[src/rtl/key_debounce_multi.sv]
// rtl/key_debounce_multi.sv - multi-channel key synchroniser, debouncer and press/release/long/toggle conditioner
// Each channel is an independent sync -> debounce -> hold-timer pipeline; no state is shared.
module key_debounce_multi #(
    parameter int N_KEYS      = 4,
    parameter int DB_CYCLES   = 1_000_000,
    parameter int LONG_CYCLES = 50_000_000,
    parameter bit ACTIVE_LOW  = 1'b1,
    parameter bit TOGGLE_INIT = 1'b0
) (
    input  logic              clk,
    input  logic              sys_rst_n,
    input  logic [N_KEYS-1:0] key_in,
    output logic [N_KEYS-1:0] key_level,
    output logic [N_KEYS-1:0] press_pulse,
    output logic [N_KEYS-1:0] release_pulse,
    output logic [N_KEYS-1:0] long_pulse,
    output logic [N_KEYS-1:0] toggle
);

    localparam int DBW = $clog2(DB_CYCLES);
    localparam int HW  = $clog2(LONG_CYCLES + 1);

    localparam logic [DBW-1:0] DB_LAST   = DBW'(DB_CYCLES - 1);
    localparam logic [HW-1:0]  HOLD_MAX  = HW'(LONG_CYCLES);
    localparam logic [HW-1:0]  HOLD_LAST = HW'(LONG_CYCLES - 1);
    localparam logic           IDLE_PIN  = ACTIVE_LOW;

    for (genvar i = 0; i < N_KEYS; i++) begin : g_ch
        logic           sync1;
        logic           sync2;
        logic           raw_p;
        logic           level;
        logic           press;
        logic           rel;
        logic           long_p;
        logic           tog;
        logic [DBW-1:0] db_cnt;
        logic [HW-1:0]  hold_cnt;

        assign raw_p = sync2 ^ ACTIVE_LOW;

        always_ff @(posedge clk or negedge sys_rst_n) begin
            if (!sys_rst_n) begin
                sync1 <= IDLE_PIN;
                sync2 <= IDLE_PIN;
            end else begin
                sync1 <= key_in[i];
                sync2 <= sync1;
            end
        end

        // Any sample agreeing with the current level restarts the stability count.
        always_ff @(posedge clk or negedge sys_rst_n) begin
            if (!sys_rst_n) begin
                level  <= 1'b0;
                db_cnt <= '0;
                press  <= 1'b0;
                rel    <= 1'b0;
            end else begin
                press <= 1'b0;
                rel   <= 1'b0;
                if (raw_p == level) begin
                    db_cnt <= '0;
                end else if (db_cnt == DB_LAST) begin
                    level  <= raw_p;
                    db_cnt <= '0;
                    press  <= raw_p;
                    rel    <= ~raw_p;
                end else begin
                    db_cnt <= db_cnt + 1'b1;
                end
            end
        end

        // Saturating hold count makes long_p fire once per press, never repeating.
        always_ff @(posedge clk or negedge sys_rst_n) begin
            if (!sys_rst_n) begin
                hold_cnt <= '0;
                long_p   <= 1'b0;
            end else begin
                if (!level) begin
                    hold_cnt <= '0;
                end else if (hold_cnt < HOLD_MAX) begin
                    hold_cnt <= hold_cnt + 1'b1;
                end
                long_p <= level && (hold_cnt == HOLD_LAST);
            end
        end

        always_ff @(posedge clk or negedge sys_rst_n) begin
            if (!sys_rst_n) begin
                tog <= TOGGLE_INIT;
            end else if (press) begin
                tog <= ~tog;
            end
        end

        assign key_level[i]     = level;
        assign press_pulse[i]   = press;
        assign release_pulse[i] = rel;
        assign long_pulse[i]    = long_p;
        assign toggle[i]        = tog;
    end

endmodule

[config.mk]
export PLATFORM = sky130hd
export DESIGN_NAME = key_debounce_multi
export DESIGN_NICKNAME = d
export VERILOG_FILES = /design/src/rtl/key_debounce_multi.sv
export SDC_FILE = /design/constraint.sdc
export NUM_CORES = 1
export LEC_CHECK = 0
export ABC_AREA = 1
export BUFFER_PORTS_ARGS = -buffer_cell sky130_fd_sc_hd__buf_2
export CELL_PAD_IN_SITES_DETAIL_PLACEMENT = 1
export CELL_PAD_IN_SITES_GLOBAL_PLACEMENT = 2
export CORE_UTILIZATION = 37
export DETAILED_ROUTE_END_ITERATION = 8
export GPL_ROUTABILITY_DRIVEN = 0
export PLACE_DENSITY_LB_ADDON = 0.2
export RECOVER_POWER = 50
export SLEW_MARGIN = 20
export SYNTH_ARGS = -nofsm -noshare
export SYNTH_HDL_FRONTEND = slang
export SYNTH_SLANG_ARGS = --single-unit
[constraint.sdc]
create_clock -name clk -period 2.2 [get_ports clk]
set_input_delay 0.22 -clock clk [delete_from_list [all_inputs] [get_ports clk]]
set_output_delay 0.22 -clock clk [all_outputs]
set_load 0.1 [all_outputs]
==> results of run 1 <==
sequential cells by signal (all words and copies together) (netlist names):
signal / cells
g_ch.hold_cnt: 104
g_ch.db_cnt: 80
g_ch.level: 4
g_ch.long_p: 4
g_ch.press: 4
g_ch.rel: 4
g_ch.sync1: 4
g_ch.sync2: 4
g_ch.tog: 4
per-stage QoR:
step	cells	total power, mW	worst slack (ps)
2_1_floorplan	1754	4.07	684
3_3_place_gp	2190	4.20	337
3_5_place_dp	2190	4.21	298
4_1_cts	2245	8.64	174
5_1_grt	2245	8.79	99.5
6_report	2245	8.48	224
per-layer routing:
layer  GRT usage, %  vias up
met5              0        -
met4           3.77        0
met3           2.21       35
met2           35.3       80
met1           27.2     5422
li1               -     5610
worst reg2reg max path: stages, from the launching register on:
cell	delay [ps]
sky130_fd_sc_hd__dfrtp_1	370
sky130_fd_sc_hd__ha_1	190
sky130_fd_sc_hd__nand3_1	170
sky130_fd_sc_hd__nor3_1	260
sky130_fd_sc_hd__nand3_1	240
sky130_fd_sc_hd__nand2_1	220
sky130_fd_sc_hd__inv_1	140
sky130_fd_sc_hd__o21ai_0	110
sky130_fd_sc_hd__nor2_1	60
path summary, 6_finish.rpt:
check | slack (ps) | start | end | depth (start not counted)
setup / recovery | 220 | g_ch[1].level | key_level[1] | 3
hold / removal | 320 | key_in[1] | g_ch[1].sync1 | 2
setup reg to reg | 330 | g_ch[0].db_cnt[0] | g_ch[0].db_cnt[16] | 8
hold reg to reg | 350 | g_ch[1].sync1 | g_ch[1].sync2 | 0
max in group asynchronous | 390 | sys_rst_n | g_ch[0].sync2 | 3
min in group asynchronous | 620 | sys_rst_n | g_ch[1].hold_cnt[13] | 2
what timing repair did:
| item | in CTS | in global routing |
|---|---|---|
| gates resized for setup | 0 | 0 |
| endpoints found under the hold margin | 53 | 0 |
| hold buffers | 5 | 0 |
| buffers inserted | 0 | 0 |
layout make-up:
| class | instances | share of cell area, % |
|---|---|---|
| multi-input combinational | 1315 | 44.1 |
| sequential | 212 | 38.0 |
| clock buffer | 44 | 6.07 |
| timing repair buffer | 54 | 3.00 |
| clock inverter | 6 | 0.241 |
| tap | 442 | 3.95 |
| inverter | 172 | 4.61 |
cell usage in the layout (no fill, tap or decap), types with 25 or more instances in the layout:
cell type / instances
sky130_fd_sc_hd__clkbuf_16: 27
sky130_fd_sc_hd__nor3_1: 46
sky130_fd_sc_hd__xnor2_1: 25
sky130_fd_sc_hd__xor2_1: 54
sky130_fd_sc_hd__dfrtp_1: 204
sky130_fd_sc_hd__nand3_1: 209
sky130_fd_sc_hd__o21ai_0: 32
sky130_fd_sc_hd__a21oi_1: 32
sky130_fd_sc_hd__nand2_1: 498
sky130_fd_sc_hd__nor2_1: 300
sky130_fd_sc_hd__nand4_1: 26
sky130_fd_sc_hd__inv_1: 163
cells in the mapped netlist, types with 2 or more instances:
cell / instances / area share, %
sky130_fd_sc_hd__nand4_1: 26 / 1.3
sky130_fd_sc_hd__dfrtp_1: 204 / 41
sky130_fd_sc_hd__buf_2: 8 / 0.32
sky130_fd_sc_hd__nand3b_1: 8 / 0.48
sky130_fd_sc_hd__nand3_2: 4 / 0.32
sky130_fd_sc_hd__a21boi_1: 2 / 0.12
sky130_fd_sc_hd__clkinv_1: 3 / 0.090
sky130_fd_sc_hd__nand2_1: 498 / 15
sky130_fd_sc_hd__o21bai_1: 2 / 0.12
sky130_fd_sc_hd__o21ai_1: 9 / 0.36
sky130_fd_sc_hd__xnor2_1: 25 / 1.8
sky130_fd_sc_hd__nand3_1: 209 / 8.4
sky130_fd_sc_hd__nor3_1: 46 / 1.8
sky130_fd_sc_hd__inv_2: 6 / 0.18
sky130_fd_sc_hd__buf_6: 7 / 0.63
sky130_fd_sc_hd__inv_1: 163 / 4.9
sky130_fd_sc_hd__buf_1: 7 / 0.21
sky130_fd_sc_hd__dfstp_2: 8 / 1.7
sky130_fd_sc_hd__nor2_4: 3 / 0.27
sky130_fd_sc_hd__xor2_1: 54 / 3.8
sky130_fd_sc_hd__nand2_2: 7 / 0.35
sky130_fd_sc_hd__o21ai_0: 32 / 1.3
sky130_fd_sc_hd__and2_1: 2 / 0.10
sky130_fd_sc_hd__a21oi_1: 32 / 1.3
sky130_fd_sc_hd__clkbuf_1: 8 / 0.24
sky130_fd_sc_hd__nor2_1: 300 / 9.0
sky130_fd_sc_hd__nand3_4: 2 / 0.28
sky130_fd_sc_hd__nor4_1: 5 / 0.25
sky130_fd_sc_hd__a211oi_1: 3 / 0.18
sky130_fd_sc_hd__nor2_2: 21 / 1.1
sky130_fd_sc_hd__nor3b_1: 6 / 0.36
sky130_fd_sc_hd__ha_1: 8 / 0.80
sky130_fd_sc_hd__buf_4: 25 / 1.5
logic make-up (layout without fill, tap and decap cells):
family / count (synthesis) / after routing / synth area share (%)
AND/OR/NAND/NOR: 1143 / 1143 / 39.4
buffers and inverters: 227 / 276 / 8.07
flip-flops: 212 / 212 / 42.5
AO/OA/AOI/OAI: 85 / 85 / 3.65
XOR/XNOR: 79 / 79 / 5.53
adder cells (fa/ha/maj): 8 / 8 / 0.801
power breakdown:
part           internal [mW]  switching (mW)  leakage (nW)  total, mW
registers               3.93          0.0179          2.93       3.95
logic                 0.0463           0.133          3.03      0.179
clock network           2.62            1.73         0.443       4.35
total                   6.60            1.88          6.40       8.48
==> out/metrics.cfg, run 1 <==
[die]
core.rowCount=66
num_io_pins=26
core_um2=32900
start_util_pct=38.0
chipHeight_um=186
die_w_um=186
dieArea_um2=34500

[route]
met2_wirelength_mm=15.9
highest-signal-layer=met4
initialDrtViolationCount=382
drtPass1Iterations=7
routed-via-count=11147
route.detailed.vias_per_inst=4.97
number_of_remaining_drc_errors=0
wl_met3_um=618
routedWlPerCell_um=14.8
met1Wirelength_mm=16.2
postRouteAntennaNets=0
finalWirelength_mm=33.2

[run_status]
run_status=finished with violations
violations_in_the_final_reports=max-capacitance violations, max-slew violations

[grt]
maximum_number_of_pins_on_one_net_before_global_route_repair=54
antenna_violations_before_repair=0
grt_pass1_vias=11653
global_route.overflow_total=0
grt_pass1_wl_mm=57.6
gr-usage-all-layers_pct=20.3

[worst_setup_path]
critical-path-top-delay-family=buffers and inverters
critical_path_buf_inv_count=3
path_class=flop to primary output
worstPathMaxFanout=38
setup_crit_start_kind=flop
critical-path-max-stage-delay_ps=410
cp.arrival_ps=1760
critPathRequiredTime_ps=1980
worstPathCellList=buf_4 > buf_4 > buf_12
critical_path.endpoint_type=primary output
timing.critical_path.slowest_stage_cell=sky130_fd_sc_hd__dfrtp_1
path_common_cell=sky130_fd_sc_hd__buf_4

[place]
postPlaceCellArea_um2=13100
dp_hpwl_mm=23.7
place.port_buffers=25

[clock_network]
clockBufferDepth=3
clock_tree.htree_level_count=1
cts_buffers=27
cts.clk_slew.worst_paths_ps=60
cts.sinks=212
cts_tree=yes
ctsRootBufferMaster=sky130_fd_sc_hd__clkbuf_16
clk-insertion-delay-late_ps=540

[synth]
yosys.cell_types.count=44
synth.ff_latch_count=212
netlist_area_um2=12500
synth_enable_flop_cells=0
yosysWarnings=0
postSynthNetCount=1768
postSynthCellCount=1754
asyncSetResetFlopFracSynth_pct=100
synth-main-ff-cell=sky130_fd_sc_hd__dfrtp_1
synth_sequential_area_ratio_pct=42.5
post_synth.cell_area_avg_um2=7.13

[pwr]
leakage_power_nw=6.40
p_per_area_nw_per_um2=606
vdd_ir_drop_max_mv=0.552

[sta]
holdWs_ps=324
unrepaired_setup_endpoints_after_global_routing=no
post-route-min-period_ps=1980
min_period_over_period_pct=89.8
fmaxAchievable_mhz=506
timing.clock.skew_ps=9.15
tns_ps=0
worstMarginPinSlew_ps=1540
setup_violation_total_in_the_final_timing_report=0
finalMaxSlewViolations=53
slew_margin_rel_pct=-2.60
finalHoldViolCount=0

[finish]
layout.nets=1796
multiInputGateArea_um2=6180
register_area_um2=5320
fillCellCount=4277
num_antenna_cells=0
final_util_pct=42.6
finish.instance_area_um2=14000
syn2layout_area_growth_pct=11.9
fraction_of_layout_instances_using_a_drive_strength_above_1_pct=8.26

[min_path]
holdCritPathClass=primary input to flop

[run]
timing.max_cap.violations=1

No activity file was read; power rests on OpenSTA's default activity.
==> inputs of run 2 (changes only) <==
Settings changed: CORE_UTILIZATION 37 to 33.
Clock period 2.2 ns to 1.75 ns, I/O delays scaled along.
==> run 2 against run 1 <==
  * The flow now finishes without violations
  * Clock skew rose by 1.2 ps
  * Wire length rose by 2.3%
  * Sequential cell count did not move
  * Sequential power rose by 26%
  * Largest power group unchanged
==> out/metrics.cfg, run 2 (same netlist as run 1, synthesis figures left out) <==
[sta]
timing.clock.skew_ps=10.4  ; +1.23 ps
post-route-min-period_ps=1660
min_period_over_period_pct=95.0
fmaxAchievable_mhz=602
worstMarginPinSlew_ps=1270  ; -266 ps
slew_margin_rel_pct=15.1  ; +18 points
finalHoldViolCount=0  ; unchanged
unrepaired_setup_endpoints_after_global_routing=yes
finalMaxSlewViolations=0  ; -100%
setup_violation_total_in_the_final_timing_report=0  ; unchanged

[worst_setup_path]
timing.critical_path.slowest_stage_cell=sky130_fd_sc_hd__dfrtp_1
critical_path.endpoint_type=primary output
setup_crit_start_kind=flop
critical_path_buf_inv_count=2  ; -1
worstPathCellList=buf_4 > buf_12
critical-path-max-stage-delay_ps=440  ; +30 ps
cp.arrival_ps=1490  ; -270 ps
critPathRequiredTime_ps=1570  ; -410 ps
worstPathMaxFanout=20  ; -47%
path_class=flop to primary output
critical-path-top-delay-family=buffers and inverters

[pwr]
power_mw=11.0  ; +29%
power.clock.fraction_pct=52.5  ; +1.2 points
vdd_ir_drop_max_mv=0.615  ; +11%
fraction_of_power_consumed_by_sequential_logic_pct=45.3  ; -1.3 points
combinationalPowerShare_pct=2.1  ; about the same
leakage_power_nw=6.86  ; +7.3%
p_per_area_nw_per_um2=733  ; +21%
switching_part_of_the_total_pct=21.8  ; -0.39 points
internal_power_mw=8.56  ; +30%
switchingPower_mw=2.39  ; +27%

[route]
finalWirelength_mm=34.0  ; +2.3%
drtPass1Iterations=4  ; -3
initialDrtViolationCount=328  ; -14%
route.detailed.vias_per_inst=4.78  ; -3.8%
number_of_remaining_drc_errors=0  ; unchanged
postRouteAntennaNets=0  ; unchanged
routed-via-count=11381  ; +2.1%
routedWlPerCell_um=14.3  ; -3.6%

[finish]
layout.nets=1871  ; +4.2%
regMostFlops=g_ch.hold_cnt
max_ffs_per_register=104  ; unchanged
finish.cell_count_without_fillers=2382  ; +6.1%
final_common_cell=sky130_fd_sc_hd__nand2_1
final_cell_mix=492 x sky130_fd_sc_hd__nand2_1, 286 x sky130_fd_sc_hd__nor2_1, 205 x sky130_fd_sc_hd__nand3_1
final_util_pct=40.4  ; -2.2 points
syn2layout_area_growth_pct=19.5
num_antenna_cells=0  ; unchanged
fraction_of_layout_instances_using_a_drive_strength_above_1_pct=13.6  ; +5.4 points
reg_top3=g_ch.hold_cnt: 104 flops, g_ch.db_cnt: 80 flops

[clock_network]
ctsRootBufferMaster=sky130_fd_sc_hd__clkbuf_16
cts_tree=yes
cts.sinks=212  ; unchanged
cts_buffers=27  ; unchanged
clockBufferDepth=3  ; unchanged
clk-insertion-delay-late_ps=550  ; about the same
clock_tree.htree_level_count=1  ; unchanged
cts.clk_slew.worst_paths_ps=50  ; about the same

[die]
dieArea_um2=38700  ; +12%
core_um2=37000  ; +12%
num_io_pins=26  ; unchanged
core.rowCount=70  ; +6.1%
die_w_um=197  ; +5.8%
chipHeight_um=197  ; +5.8%
start_util_pct=33.8  ; -4.2 points

[grt]
antenna_violations_before_repair=0  ; unchanged
gr-usage-all-layers_pct=18.3  ; -2.0 points
grt_pass1_vias=11849  ; +1.7%
global_route.overflow_total=0  ; unchanged
maximum_number_of_pins_on_one_net_before_global_route_repair=97  ; +80%
grt_pass1_wl_mm=58.7  ; +1.8%

[place]
dp_hpwl_mm=24.5  ; +3.4%
placed_cells_incl_taps=2320  ; +5.9%
place.port_buffers=25  ; unchanged

[run]
timing.max_cap.violations=0  ; -1

[min_path]
holdCritPathClass=primary input to flop

[run_status]
run_status=finished clean

[run 2: changes by cell type in the layout (fill, tap and decap cells not counted), sizes merged]
cell         before  now
bufinv            0    2
buf              47  121
clkbuf           46   47
clkinv            8    5
dlygate4sd3       5    6
[run 2: cell type report]
type                            instances  area (um^2)
Fill cell                            4699        22000
Sequential cell                       212         5320
Clock inverter                          5         78.8
Inverter                              172          646
Tap cell                              504          631
Clock buffer                           45          843
Timing Repair Buffer                  129         1040
Multi-Input combinational cell       1315         6380
[run 2: worst paths after layout]
kind | slack (ps) | from | cells after the start | to
worst max-delay path | 90 | g_ch[1].level | 2 | key_level[1]
worst min-delay path | 280 | key_in[1] | 2 | g_ch[1].sync1
worst max register to register | 140 | g_ch[3].hold_cnt[1] | 6 | g_ch[3].long_p
worst min register to register | 360 | g_ch[1].sync1 | 0 | g_ch[1].sync2
max in group asynchronous | 350 | sys_rst_n | 3 | g_ch[2].hold_cnt[6]
min in group asynchronous | 410 | sys_rst_n | 3 | g_ch[3].long_p
[run 2: stage by stage]
step	cell area, um^2	TNS, ps	setup WS [ps]	hold WS [ps]
floorplan	12500	0	234	-121
global placement	13700	-64.4	-64.4	-24.7
detailed placement	13700	-263	-96.2	-24.1
CTS	14700	0	12.1	212
global route	14900	-151	-53.7	268
finish	14900	0	87.7	280
[run 2: metal layers]
layer	GRT usage [%]	share of wire [%]	up-vias
met5	0	0	-
met4	4.57	1.8	0
met3	2.21	2.5	44
met2	31.6	47	82
met1	24.3	49	5491
li1	-	-	5764
[run 2: what timing repair did]
item                                    in CTS  in global routing
gates cloned                                 0                  0
endpoints found under the setup margin      20                 99
pin swaps                                    0                  9
gates resized for setup                      8                 51
hold buffers                                 6                  0
buffers inserted                             0                  6
endpoints found under the hold margin      214                  0
[run 2: power by group through the flow]
| stage | Clock [mW] | Combinational (mW) | Sequential [mW] |
|---|---|---|---|
| 2_1_floorplan | 0 | 0.0724 | 5.05 |
| 3_3_place_gp | 0 | 0.245 | 5.05 |
| 3_5_place_dp | 0 | 0.247 | 5.05 |
| 4_1_cts | 5.99 | 0.259 | 4.96 |
| 5_1_grt | 6.16 | 0.278 | 4.97 |
| 6_report | 5.75 | 0.233 | 4.97 |
==> inputs of run 3 (changes only) <==
Settings changed: REMOVE_ABC_BUFFERS set to 1.
==> run 3 against run 2 <==
  * Clock skew rose by 8.9 ps
  * Wire length rose by 2.7%
  * Sequential share of layout area shrank 0.26 points
  * Largest cell class unchanged
  * Highest routed layer unchanged
==> out/metrics.cfg, run 3 (same netlist as run 1, synthesis figures left out) <==
[sta]
worstMarginPinSlew_ps=1250  ; -19.9 ps
timing.clock.skew_ps=19.3  ; +8.89 ps
setup_violation_total_in_the_final_timing_report=0  ; unchanged
finalHoldViolCount=0  ; unchanged
min_period_over_period_pct=95.9  ; +0.92 points
tns_ps=0  ; unchanged
unrepaired_setup_endpoints_after_global_routing=yes
holdWs_ps=244  ; -36.2 ps
fmaxAchievable_mhz=596  ; -0.96%
timing.final.ws_setup_ps=71.6  ; -16.0 ps
post-route-min-period_ps=1680  ; +16.0 ps
finalMaxSlewViolations=0  ; unchanged
slew_margin_rel_pct=16.5  ; +1.3 points

[worst_setup_path]
critical_path_buf_inv_count=2  ; unchanged
cp.arrival_ps=1500  ; about the same
critPathRequiredTime_ps=1570  ; about the same
worstPathMaxFanout=33  ; +65%
critical_path.endpoint_type=primary output
timing.critical_path.slowest_stage_cell=sky130_fd_sc_hd__dfrtp_2
setup_crit_start_kind=flop
path_common_cell=sky130_fd_sc_hd__buf_12
worstPathCellList=buf_12 > buf_12
critical-path-max-stage-delay_ps=480  ; +40 ps
path_class=flop to primary output
critical-path-top-delay-family=flip-flops

[min_path]
holdCritPathClass=primary input to flop

[grt]
grt_pass1_vias=11945  ; +0.81%
maximum_number_of_pins_on_one_net_before_global_route_repair=45  ; -54%
gr-usage-all-layers_pct=18.9  ; +0.57 points
antenna_violations_before_repair=0  ; unchanged
grt_pass1_wl_mm=60.3  ; +2.8%
grtUsageMet3_pct=2.33  ; +0.12 points
global_route.usage.met1_pct=25.5  ; +1.2 points
global_route.overflow_total=0  ; unchanged
globalRoute.busiestLayer=met2
use_met2_pct=32.6  ; +0.95 points

[pwr]
vdd_ir_drop_max_mv=0.611  ; -0.72%
leakage_power_nw=6.90  ; +0.59%
p_per_area_nw_per_um2=733  ; about the same

[route]
initialDrtViolationCount=389  ; +19%
finalWirelength_mm=34.9  ; +2.7%
route.detailed.vias_per_inst=4.79  ; +0.35%
routedWlPerCell_um=14.6  ; +2.3%
routed-via-count=11469  ; +0.77%
number_of_remaining_drc_errors=0  ; unchanged
drtPass1Iterations=4  ; unchanged
postRouteAntennaNets=0  ; unchanged

[die]
num_io_pins=26  ; unchanged
core_um2=37000  ; unchanged
start_util_pct=33.8  ; unchanged
die_w_um=197  ; unchanged
core.rowCount=70  ; unchanged
chipHeight_um=197  ; unchanged
dieArea_um2=38700  ; unchanged

[clock_network]
clockBufferDepth=3  ; unchanged
cts_tree=yes
cts_buffers=28  ; +3.7%
ctsRootBufferMaster=sky130_fd_sc_hd__clkbuf_16
cts.clk_slew.worst_paths_ps=60  ; about the same
clock_tree.htree_level_count=1  ; unchanged
clk-insertion-delay-late_ps=570  ; +20 ps
cts.sinks=212  ; unchanged

[finish]
fillCellCount=4710  ; +0.23%
reg_top3=g_ch.hold_cnt: 104 flops, g_ch.db_cnt: 80 flops
num_antenna_cells=0  ; unchanged
final_util_pct=40.8  ; +0.36 points
fraction_of_layout_instances_using_a_drive_strength_above_1_pct=15.0  ; +1.4 points
max_ffs_per_register=104  ; unchanged
final_cell_mix=488 x sky130_fd_sc_hd__nand2_1, 286 x sky130_fd_sc_hd__nor2_1, 203 x sky130_fd_sc_hd__nand3_1
regMostFlops=g_ch.hold_cnt
final_common_cell=sky130_fd_sc_hd__nand2_1
register_area_um2=5320  ; +0.14%
multiInputGateArea_um2=6410  ; +0.41%
syn2layout_area_growth_pct=20.6
layout.nets=1880  ; +0.48%

[place]
place.port_buffers=25  ; unchanged
place_worst_setup_slack_ps=-64.8  ; +31.4 ps
dp_hpwl_mm=25.2  ; +2.9%

[run_status]
run_status=finished clean

[run]
timing.max_cap.violations=0  ; unchanged

-- run 3: changes by cell type in the layout (fill, tap and decap cells not counted), sizes merged --
cell	change
dlygate4sd3	-1
clkinv	+9
bufinv	+1
clkbuf	-9
buf	+8
clkinvlp	+3
inv	-1
-- run 3: power breakdown --
group	total, mW	internal [mW]	leakage (nW)	switching (mW)
registers	4.97	4.94	2.91	0.0241
logic	0.245	0.0698	3.53	0.175
clock network	5.84	3.47	0.454	2.37
total	11.0	8.48	6.90	2.57
-- run 3: worst register-to-register path, stage by stage, from the launching register on --
cell	delay [ps]
sky130_fd_sc_hd__dfrtp_2	450
sky130_fd_sc_hd__inv_1	100
sky130_fd_sc_hd__nand4_1	140
sky130_fd_sc_hd__nor2_2	130
sky130_fd_sc_hd__nand2_1	120
sky130_fd_sc_hd__nand3_2	150
sky130_fd_sc_hd__buf_12	150
sky130_fd_sc_hd__nand2_2	120
sky130_fd_sc_hd__nand2_1	110
sky130_fd_sc_hd__nand2_1	50
-- run 3: metrics by stage --
| stage | std cells | power, mW | instance area, um^2 |
|---|---|---|---|
| finish | 2392 | 11.0 | 15100 |
| global route | 2392 | 11.5 | 15100 |
| CTS | 2376 | 11.3 | 14800 |
| detailed placement | 2319 | 5.32 | 13700 |
| global placement | 2319 | 5.31 | 13700 |
| floorplan | 1699 | 5.12 | 12100 |
-- run 3: path summary, 6_finish.rpt --
check                                           from              endpoint  slack [ps]  cells after the start
worst max-delay path                   g_ch[0].level          key_level[0]          70                      2
worst min-delay path                       key_in[2]         g_ch[2].sync1         240                      2
worst max register to register  g_ch[3].hold_cnt[24]   g_ch[3].hold_cnt[9]         130                      9
worst min register to register         g_ch[1].sync1         g_ch[1].sync2         360                      0
max in group asynchronous                  sys_rst_n        g_ch[0].long_p         300                      3
min in group asynchronous                  sys_rst_n  g_ch[3].hold_cnt[22]         440                      2
-- run 3: layer usage --
layer	vias to the layer above	routed length (um)
li1	5779	-
met1	5586	16800
met4	0	594
met5	-	0
met3	40	683
met2	64	16800
-- run 3: final cells by class --
type                       instances  share of cell area (%)
timing repair buffer             137                    7.54
tap                              504                    4.18
clock buffer                      35                    4.96
multi-input combinational       1315                    42.5
sequential                       212                    35.3
clock inverter                    17                    1.19
inverter                         172                    4.28
-- run 3: repair_timing --
| item | in CTS | in global routing |
|---|---|---|
| pin swaps | 0 | 10 |
| hold endpoints to repair | 208 | 0 |
| buffers inserted | 0 | 16 |
| gates resized for setup | 14 | 63 |
| hold buffers | 5 | 0 |
| cloned | 0 | 0 |
| setup endpoints to repair | 13 | 123 |
